===== config.mk =====
export PLATFORM = sky130hd
export DESIGN_NAME = fp32_addsub_arbiter
export DESIGN_NICKNAME = d
export VERILOG_FILES = /design/src/rtl/fp32_addsub_arbiter.sv
export SDC_FILE = /design/constraint.sdc
export NUM_CORES = 1
export LEC_CHECK = 0
export ABC_AREA = 1
export CORE_MARGIN = 2
export CORE_UTILIZATION = 35
export DETAILED_ROUTE_END_ITERATION = 8
export HOLD_SLACK_MARGIN = 0.15
export PLACE_DENSITY = 0.7
export SLEW_MARGIN = 20
export SYNTH_ARGS = -nofsm -noshare
export SYNTH_HDL_FRONTEND = slang
export SYNTH_SLANG_ARGS = --single-unit

===== constraint.sdc =====
create_clock -name clk -period 6.95 [get_ports clk]
set_input_delay 2.085 -clock clk [delete_from_list [all_inputs] [get_ports clk]]
set_output_delay 2.085 -clock clk [all_outputs]
set_load 0.005 [all_outputs]

===== src/rtl/fp32_addsub_arbiter.sv =====
// fp32_addsub_arbiter: round-robin sharing of one mantissa add/sub unit among
// N_REQ requesters. Grants one eligible requester per cycle, tracks the owner
// of every issued operation in a tag pipeline aligned with the unit latency,
// and steers returning results into one-deep per-requester result buffers.
module fp32_addsub_arbiter #(
    parameter int N_REQ   = 4,
    parameter int LATENCY = 1,
    parameter int IDX_W   = $clog2(N_REQ)
) (
    input  logic                 clk,
    input  logic                 rst,
    input  logic [N_REQ-1:0]     req_valid,
    output logic [N_REQ-1:0]     req_ready,
    input  logic [N_REQ-1:0]     req_signA,
    input  logic [N_REQ-1:0]     req_signB,
    input  logic [24*N_REQ-1:0]  req_mantise_M,
    input  logic [24*N_REQ-1:0]  req_mantise_m,
    output logic [N_REQ-1:0]     res_valid,
    input  logic [N_REQ-1:0]     res_ready,
    output logic [N_REQ-1:0]     res_sign,
    output logic [25*N_REQ-1:0]  res_value,
    output logic                 au_valid_in,
    output logic                 au_signA,
    output logic                 au_signB,
    output logic [23:0]          au_mantise_M,
    output logic [23:0]          au_mantise_m,
    input  logic                 au_valid_out,
    input  logic                 au_sign,
    input  logic [24:0]          au_adder_value,
    output logic                 err
);

    logic [N_REQ-1:0]              pending_q, pending_d;
    logic [N_REQ-1:0]              res_valid_q, res_valid_d;
    logic [N_REQ-1:0]              res_sign_q, res_sign_d;
    logic [25*N_REQ-1:0]           res_value_q, res_value_d;
    logic [IDX_W-1:0]              rr_ptr_q, rr_ptr_d;
    logic [LATENCY-1:0]            tag_vld_q, tag_vld_d;
    logic [LATENCY-1:0][IDX_W-1:0] tag_idx_q, tag_idx_d;
    logic                          err_q, err_d;
    logic                          hold_signA_q, hold_signA_d;
    logic                          hold_signB_q, hold_signB_d;
    logic [23:0]                   hold_M_q, hold_M_d;
    logic [23:0]                   hold_m_q, hold_m_d;

    logic [N_REQ-1:0]              elig_s;
    logic [N_REQ-1:0]              grant_s;
    logic                          found_s;
    logic [IDX_W-1:0]              gidx_s;
    int                            cand_s;
    int                            gi_s;
    logic                          tail_vld_s;
    logic [IDX_W-1:0]              tail_idx_s;
    int                            ti_s;
    logic                          ret_s;

    // Round-robin pick of the first eligible requester at or after rr_ptr;
    // eligibility is masked during reset so no grant can leak out.
    always_comb begin
        elig_s  = req_valid & ~pending_q & ~res_valid_q & {N_REQ{~rst}};
        found_s = 1'b0;
        gidx_s  = '0;
        cand_s  = 0;
        for (int k = 0; k < N_REQ; k++) begin
            cand_s = (int'(rr_ptr_q) + k) % N_REQ;
            if (!found_s && elig_s[IDX_W'(cand_s)]) begin
                found_s = 1'b1;
                gidx_s  = IDX_W'(cand_s);
            end else begin
                found_s = found_s;
            end
        end
        grant_s = '0;
        if (found_s) begin
            grant_s[gidx_s] = 1'b1;
        end else begin
            grant_s = '0;
        end
    end

    // Operand mux to the shared unit; without a grant the last issued
    // operands are replayed from registers so the unit inputs stay quiet.
    always_comb begin
        gi_s = int'(gidx_s);
        if (found_s) begin
            au_signA     = req_signA[gidx_s];
            au_signB     = req_signB[gidx_s];
            au_mantise_M = req_mantise_M[gi_s*24 +: 24];
            au_mantise_m = req_mantise_m[gi_s*24 +: 24];
        end else begin
            au_signA     = hold_signA_q;
            au_signB     = hold_signB_q;
            au_mantise_M = hold_M_q;
            au_mantise_m = hold_m_q;
        end
        hold_signA_d = au_signA;
        hold_signB_d = au_signB;
        hold_M_d     = au_mantise_M;
        hold_m_d     = au_mantise_m;
    end

    // Next state: tag shift, result capture, drain, pending and pointer update.
    always_comb begin
        tail_vld_s  = tag_vld_q[LATENCY-1];
        tail_idx_s  = tag_idx_q[LATENCY-1];
        ti_s        = int'(tail_idx_s);
        ret_s       = au_valid_out & tail_vld_s;
        err_d       = err_q | (au_valid_out ^ tail_vld_s);

        tag_vld_d   = tag_vld_q;
        tag_idx_d   = tag_idx_q;
        for (int s = LATENCY - 1; s > 0; s--) begin
            tag_vld_d[s] = tag_vld_q[s-1];
            tag_idx_d[s] = tag_idx_q[s-1];
        end
        tag_vld_d[0] = found_s;
        tag_idx_d[0] = gidx_s;

        pending_d   = pending_q;
        res_valid_d = res_valid_q & ~res_ready;
        res_sign_d  = res_sign_q;
        res_value_d = res_value_q;
        rr_ptr_d    = rr_ptr_q;

        if (found_s) begin
            pending_d[gidx_s] = 1'b1;
            if (gidx_s == IDX_W'(N_REQ - 1)) begin
                rr_ptr_d = '0;
            end else begin
                rr_ptr_d = gidx_s + IDX_W'(1);
            end
        end else begin
            rr_ptr_d = rr_ptr_q;
        end

        if (ret_s) begin
            pending_d[tail_idx_s]        = 1'b0;
            res_valid_d[tail_idx_s]      = 1'b1;
            res_sign_d[tail_idx_s]       = au_sign;
            res_value_d[ti_s*25 +: 25]   = au_adder_value;
        end else begin
            res_sign_d = res_sign_d;
        end
    end

    // State registers with asynchronous active-high reset.
    always_ff @(posedge clk or posedge rst) begin
        if (rst) begin
            pending_q    <= '0;
            res_valid_q  <= '0;
            res_sign_q   <= '0;
            res_value_q  <= '0;
            rr_ptr_q     <= '0;
            tag_vld_q    <= '0;
            tag_idx_q    <= '0;
            err_q        <= 1'b0;
            hold_signA_q <= 1'b0;
            hold_signB_q <= 1'b0;
            hold_M_q     <= 24'h000000;
            hold_m_q     <= 24'h000000;
        end else begin
            pending_q    <= pending_d;
            res_valid_q  <= res_valid_d;
            res_sign_q   <= res_sign_d;
            res_value_q  <= res_value_d;
            rr_ptr_q     <= rr_ptr_d;
            tag_vld_q    <= tag_vld_d;
            tag_idx_q    <= tag_idx_d;
            err_q        <= err_d;
            hold_signA_q <= hold_signA_d;
            hold_signB_q <= hold_signB_d;
            hold_M_q     <= hold_M_d;
            hold_m_q     <= hold_m_d;
        end
    end

    assign req_ready   = grant_s;
    assign au_valid_in = found_s;
    assign res_valid   = res_valid_q;
    assign res_sign    = res_sign_q;
    assign res_value   = res_value_q;
    assign err         = err_q;

endmodule


; ---- Word level (Yosys, flattened, before mapping)
; Cells that the tools add are included.
[totals]
register_bits = 168
inputBits = 237
[op_classes]
add_sub_neg = 5
multipliers = 2
order_cmp = 8
eq_ne = 1
n_shift = 4
muxes = 39
n_bitwise = 15
n_reduce_logical = 8
[ops]
columns = operator, count
row1 = $bwmux 100, 1
row2 = $shift 25x33->100 const A, 1
row3 = $shiftx 25x33->100, 1
row4 = $shiftx 96x32->24, 1
row5 = $shiftx 96x8->24, 1
row6 = $mux 24, 2
row7 = $neg 7->33, 1
row8 = $and 4x4->4, 5
row9 = $mux 1, 18
row10 = $lt 2x4->1 const B, 4
row11 = $mux 4, 4
row12 = $not 4->4, 4
row13 = $bmux 1 s2, 6
row14 = $mux 2, 5
row15 = $or 4x4->4, 2
row16 = $mul 2x5->7 const B, 1
row17 = $lt 2x3->1 const B, 2
row18 = $logic_and 1x1->1, 5
row19 = $add 2x1->2 const B, 2
row20 = $add 2x2->2 const B, 2
row21 = $bwmux 4, 1
row22 = $demux 1 s2, 2
row23 = $ge 2x1->1 const B, 2
row24 = $mul 2x2->4 const B, 1
row25 = other kinds (6), 8

; ---- Logic depth before layout (Yosys ltp)
[logic_depth]
depth_word = 25
mapped_depth = 16
ltp_nobuf = 15

; ---- Worst setup path after synthesis
; No wires, ideal clock.
[synth_timing]
path_kind = input-to-output
start = input port req_valid[1]
end = output port req_ready[1]
arrival_time_ns = 3.365
path_slack_ns = 1.500
path_stages = 12
n_path_buf = 1
cell_sequence = inv_1 -> nor2_1 -> nand3_1 -> nand2_2 -> nand2_1 -> a21boi_1 -> nand3_2 -> inv_2 -> buf_2 -> ha_1 -> nand2_1 -> inv_1
[synth_between]
elab_chain_cells = 21
[synth_rtl]
columns = element, line
row1 = "start, declared", 12  ; input logic [N_REQ-1:0] req_valid,
row2 = $and 4x4->4 * (3 in a row), 60  ; elig_s = req_valid & ~pending_q & ~res_valid_q & {N_REQ{~rst}};
row3 = $bmux 1 s2, 66  ; if (!found_s && elig_s[IDX_W'(cand_s)]) begin
row4 = $mux 1 (not written as such) (2 in a row), 66
row5 = $mux 1, 66
row6 = $logic_not 1->1, 66
row7 = $logic_and 1x1->1, 66
row8 = $mux 1, 66
row9 = $logic_not 1->1, 66
row10 = [2 not listed], -
row11 = $logic_not 1->1, 66
row12 = $logic_and 1x1->1, 66
row13 = $mux 2, 66
row14 = $lt 2x3->1 (not written as such) / $ge 2x1->1 (equally long branches), 75  ; grant_s[gidx_s] = 1'b1;
row15 = $logic_and 1x1->1 (not written as such), 75
row16 = $mux 1 (not written as such), 75
row17 = $demux 1 s2, 75
row18 = $mux 4 *, 74  ; if (found_s) begin
row19 = "end, declared", 13  ; output logic [N_REQ-1:0] req_ready,
; Every way passes the cells marked *; elsewhere a longest branch is shown, timed or not. The select of a mux whose other input is x is not followed.

; ---- Worst setup path after layout
[layout_timing]
start = input port req_valid[0]
end = output port au_mantise_m[20]
[layout_between]
elab_chain_cells = 19
[layout_rtl]
columns = element, line
row1 = $and 4x4->4 * (3 in a row), 60
row2 = $bmux 1 s2, 66
row3 = $mux 1 (not written as such) (2 in a row), 66
row4 = $mux 1, 66
row5 = $logic_not 1->1, 66
row6 = $logic_and 1x1->1, 66
row7 = $mux 1, 66
row8 = $logic_not 1->1, 66
row9 = $logic_and 1x1->1, 66
row10 = $mux 1, 66
row11 = $logic_not 1->1, 66
row12 = $logic_and 1x1->1, 66
row13 = $mux 2, 66
row14 = $mul 2x2->4, 89  ; au_mantise_m = req_mantise_m[gi_s*24 +: 24];
row15 = $shiftx 96x8->24, 89
row16 = $mux 24 *, 85  ; if (found_s) begin
row17 = "end, declared", 26  ; output logic [23:0] au_mantise_m,
; Marked as above.

==> flow_summary.ini <==
[route]
drtAntennaViolNets = 0
dr.pass1.iters = 5
viasPerCell = 5.01
drc = 0
wl_mm = 35.7
drt_iter0_drc = 722
routed-via-count = 10400
drt-wirelength-per-cell_um = 17.2

[sta]
drv_slew = 0
slew_headroom_pct = 25.0
hold_viol_final = 0
fmax_mhz = 149
period_share_pct = 96.8
tns_ns = 0
skew_ns = 0.0202
period_needed_ns = 6.73
tightest_slew_ns = 1.12
rsz0062_at_grt = no
setup_viol = 0

[final_layout]
area_delta_synth_final_pct = 52.3
mostFrequentLayoutCells = 415 x nand2_1, 399 x clkdlybuf4s50_1, 305 x nand3_1
utilization_pct = 54.0
drive_gt1_share_pct = 4.98
fin_area_um2 = 14500
final_common_cell = nand2_1
fillers = 2531
layout.nets = 1962

[pwr]
finalPower_mw = 7.17
ir_drop_mv = 0.273
p_per_area_nw_per_um2 = 494
p_leak_nw = 7.21

[flow_run]
maxCapViolCount = 0

[clock_network]
cts.reportedPaths.clkPinSlew_ns = 0.07
cts_tree = done
cts_buffers = 17
clockRootBuffer = clkbuf_16
cts_sinks = 168
hold_buffers = 0
htreeDepth = 4
clock_path_buffers = 2
clk_latency_ns = 0.44

[worst_setup_path]
r2r_slack_ns = 3.89
cp-end-kind = output pin
crit_required_ns = 4.87
reg2regPathDepth = 4
path_class = input port to output pin
crit_arrival_ns = 4.64
path_max_fanout = 30
timing.rr.start = tag_idx_q[0]$_DFF_PP0_
worstReg2RegEnd = res_value[86]$_DFFE_PP0P_
start_kind = input port

[global_routing]
overflow = 0
first_global_vias = 10100
antenna_found_initial = 6
grt.total_usage_pct = 24.5
grt_pass1_wl_mm = 54.9
grt_max_degree = 108

[die]
chipWidth_um = 169
dieArea_um2 = 28600
initial_utilization_pct = 35.5
rows = 60
die_y_um = 169
core_um2 = 26900
io_pins = 401

[placement]
finalWeightedCongestion = 0.902
dp_hpwl_mm = 25.2
portBuffers = 400
place_area_um2 = 13800

[synth]
netlist_instances = 1360
netlist_area_um2 = 9530
yosysWarnings = 0
synth_nets = 1607
synth.distinct_cells = 26
ys_seq_area_share_pct = 44.1
avgSynthCellArea_um2 = 7.01
yosys_register_bits = 168

[hold_path]
hold_path_end = err$_DFF_PP0_
hold_path_class = register to register
min_path_cells = 1
min_from = err$_DFF_PP0_

[status]
status = completed
metrics by stage:
stage	setup slack (ns)	std cells	hold WS, ns
after global routing	0.0379	2073	0.500
after CTS	0.0766	2067	0.481
final	0.224	2073	0.476
after global placement	0.0636	2035	0.456
after floorplan	0.318	1360	0.462
after detailed placement	0.0917	2035	0.461
cell usage after synthesis:
cell type / instances / area [µm²]
a21boi_1: 1 / 7.51
buf_1: 1 / 3.75
buf_2: 32 / 160
buf_4: 1 / 7.51
buf_6: 11 / 124
clkbuf_1: 44 / 165
clkinv_1: 1 / 3.75
dfrtp_1: 168 / 4200
ha_1: 10 / 125
inv_1: 218 / 818
inv_2: 3 / 11.3
inv_4: 1 / 6.26
nand2_1: 415 / 1560
nand2_2: 6 / 37.5
nand2_4: 1 / 11.3
nand3_1: 307 / 1540
nand3_2: 4 / 40.0
nand4_1: 3 / 18.8
nand4_2: 1 / 12.5
nor2_1: 12 / 45.0
nor2_2: 2 / 12.5
o21a_1: 4 / 30.0
o21ai_0: 110 / 551
or2_2: 2 / 12.5
xnor2_2: 1 / 16.3
xor2_2: 1 / 16.3
where the power goes:
group          switching, mW  total [mW]  internal (mW)
Clock                  0.472        1.00          0.529
Sequential             0.219        1.59           1.37
Combinational           2.48        4.59           2.11
sequential cells by signal (all words and copies together), names as in the netlist:
register and cells:
err 1, hold_M_q 24, hold_m_q 24, hold_signA_q 1, hold_signB_q 1, pending_q 4, res_sign 4, res_valid 4
res_value 100, rr_ptr_q 2, tag_idx_q 2, tag_vld_q 1
cells by family after synthesis:
kind of cell               synth area share (%)
and+or+nand+nor                            34.4
buffers and inverters                      13.6
DFF                                        44.1
AOI/OAI and AO/OA                          6.17
adders and majority gates                  1.31
xor gates and xnor gates                  0.341
metal layers:
layer	GRT usage [%]	share of wire (%)
met4	11.6	4.0
met1	29.9	40
met3	5.21	7.7
met2	41.4	48
met5	0	0.036
timing repair:
item                                   in CTS  in global routing
setup endpoints to repair                   0                 50
resized for setup                           0                  5
setup buffers                               0                  0
endpoints found under the hold margin       0                  0
worst max-delay path, stage by stage:
cell	delay, ns
clkdlybuf4s50_1	0.45
inv_1	0.04
nor2_1	0.16
nand3_1	0.12
nand3_1	0.12
nand2_2	0.12
nand2_2	0.11
nand2_4	0.07
nand2_4	0.11
nand2_2	0.10
buf_12	0.18
nand2_1	0.07
nand3_1	0.08
nand2_1	0.07
nand2_1	0.06
nand2_1	0.12
clkdlybuf4s50_1	0.56
area by class of cell:
cell class / count / area (µm²) / share of cell area [%]
repair buffers: 425 / 4350 / 29.9
flip-flops and latches: 168 / 4210 / 29.0
multi-input cells: 880 / 4070 / 28.0
inverters: 223 / 845 / 5.82
clock buffers: 18 / 439 / 3.02
well taps: 341 / 427 / 2.94
clock inverters: 14 / 178 / 1.22
diodes: 4 / 10.0 / 0.0689
how the worst max path moves through the flow:
stage / start / end / slack (ns) / cells past startpoint
finish: req_valid[0] / au_mantise_m[20] / 0.22 / 17
global route: req_valid[0] / au_mantise_m[20] / 0.04 / 17
CTS: rst / au_mantise_m[20] / 0.08 / 15
detailed placement: rst / au_mantise_m[20] / 0.09 / 15
global placement: rst / au_mantise_m[20] / 0.06 / 13
floorplan: rst / err$_DFF_PP0_ / 0.32 / 1
(Power assumes the default switching activity.)
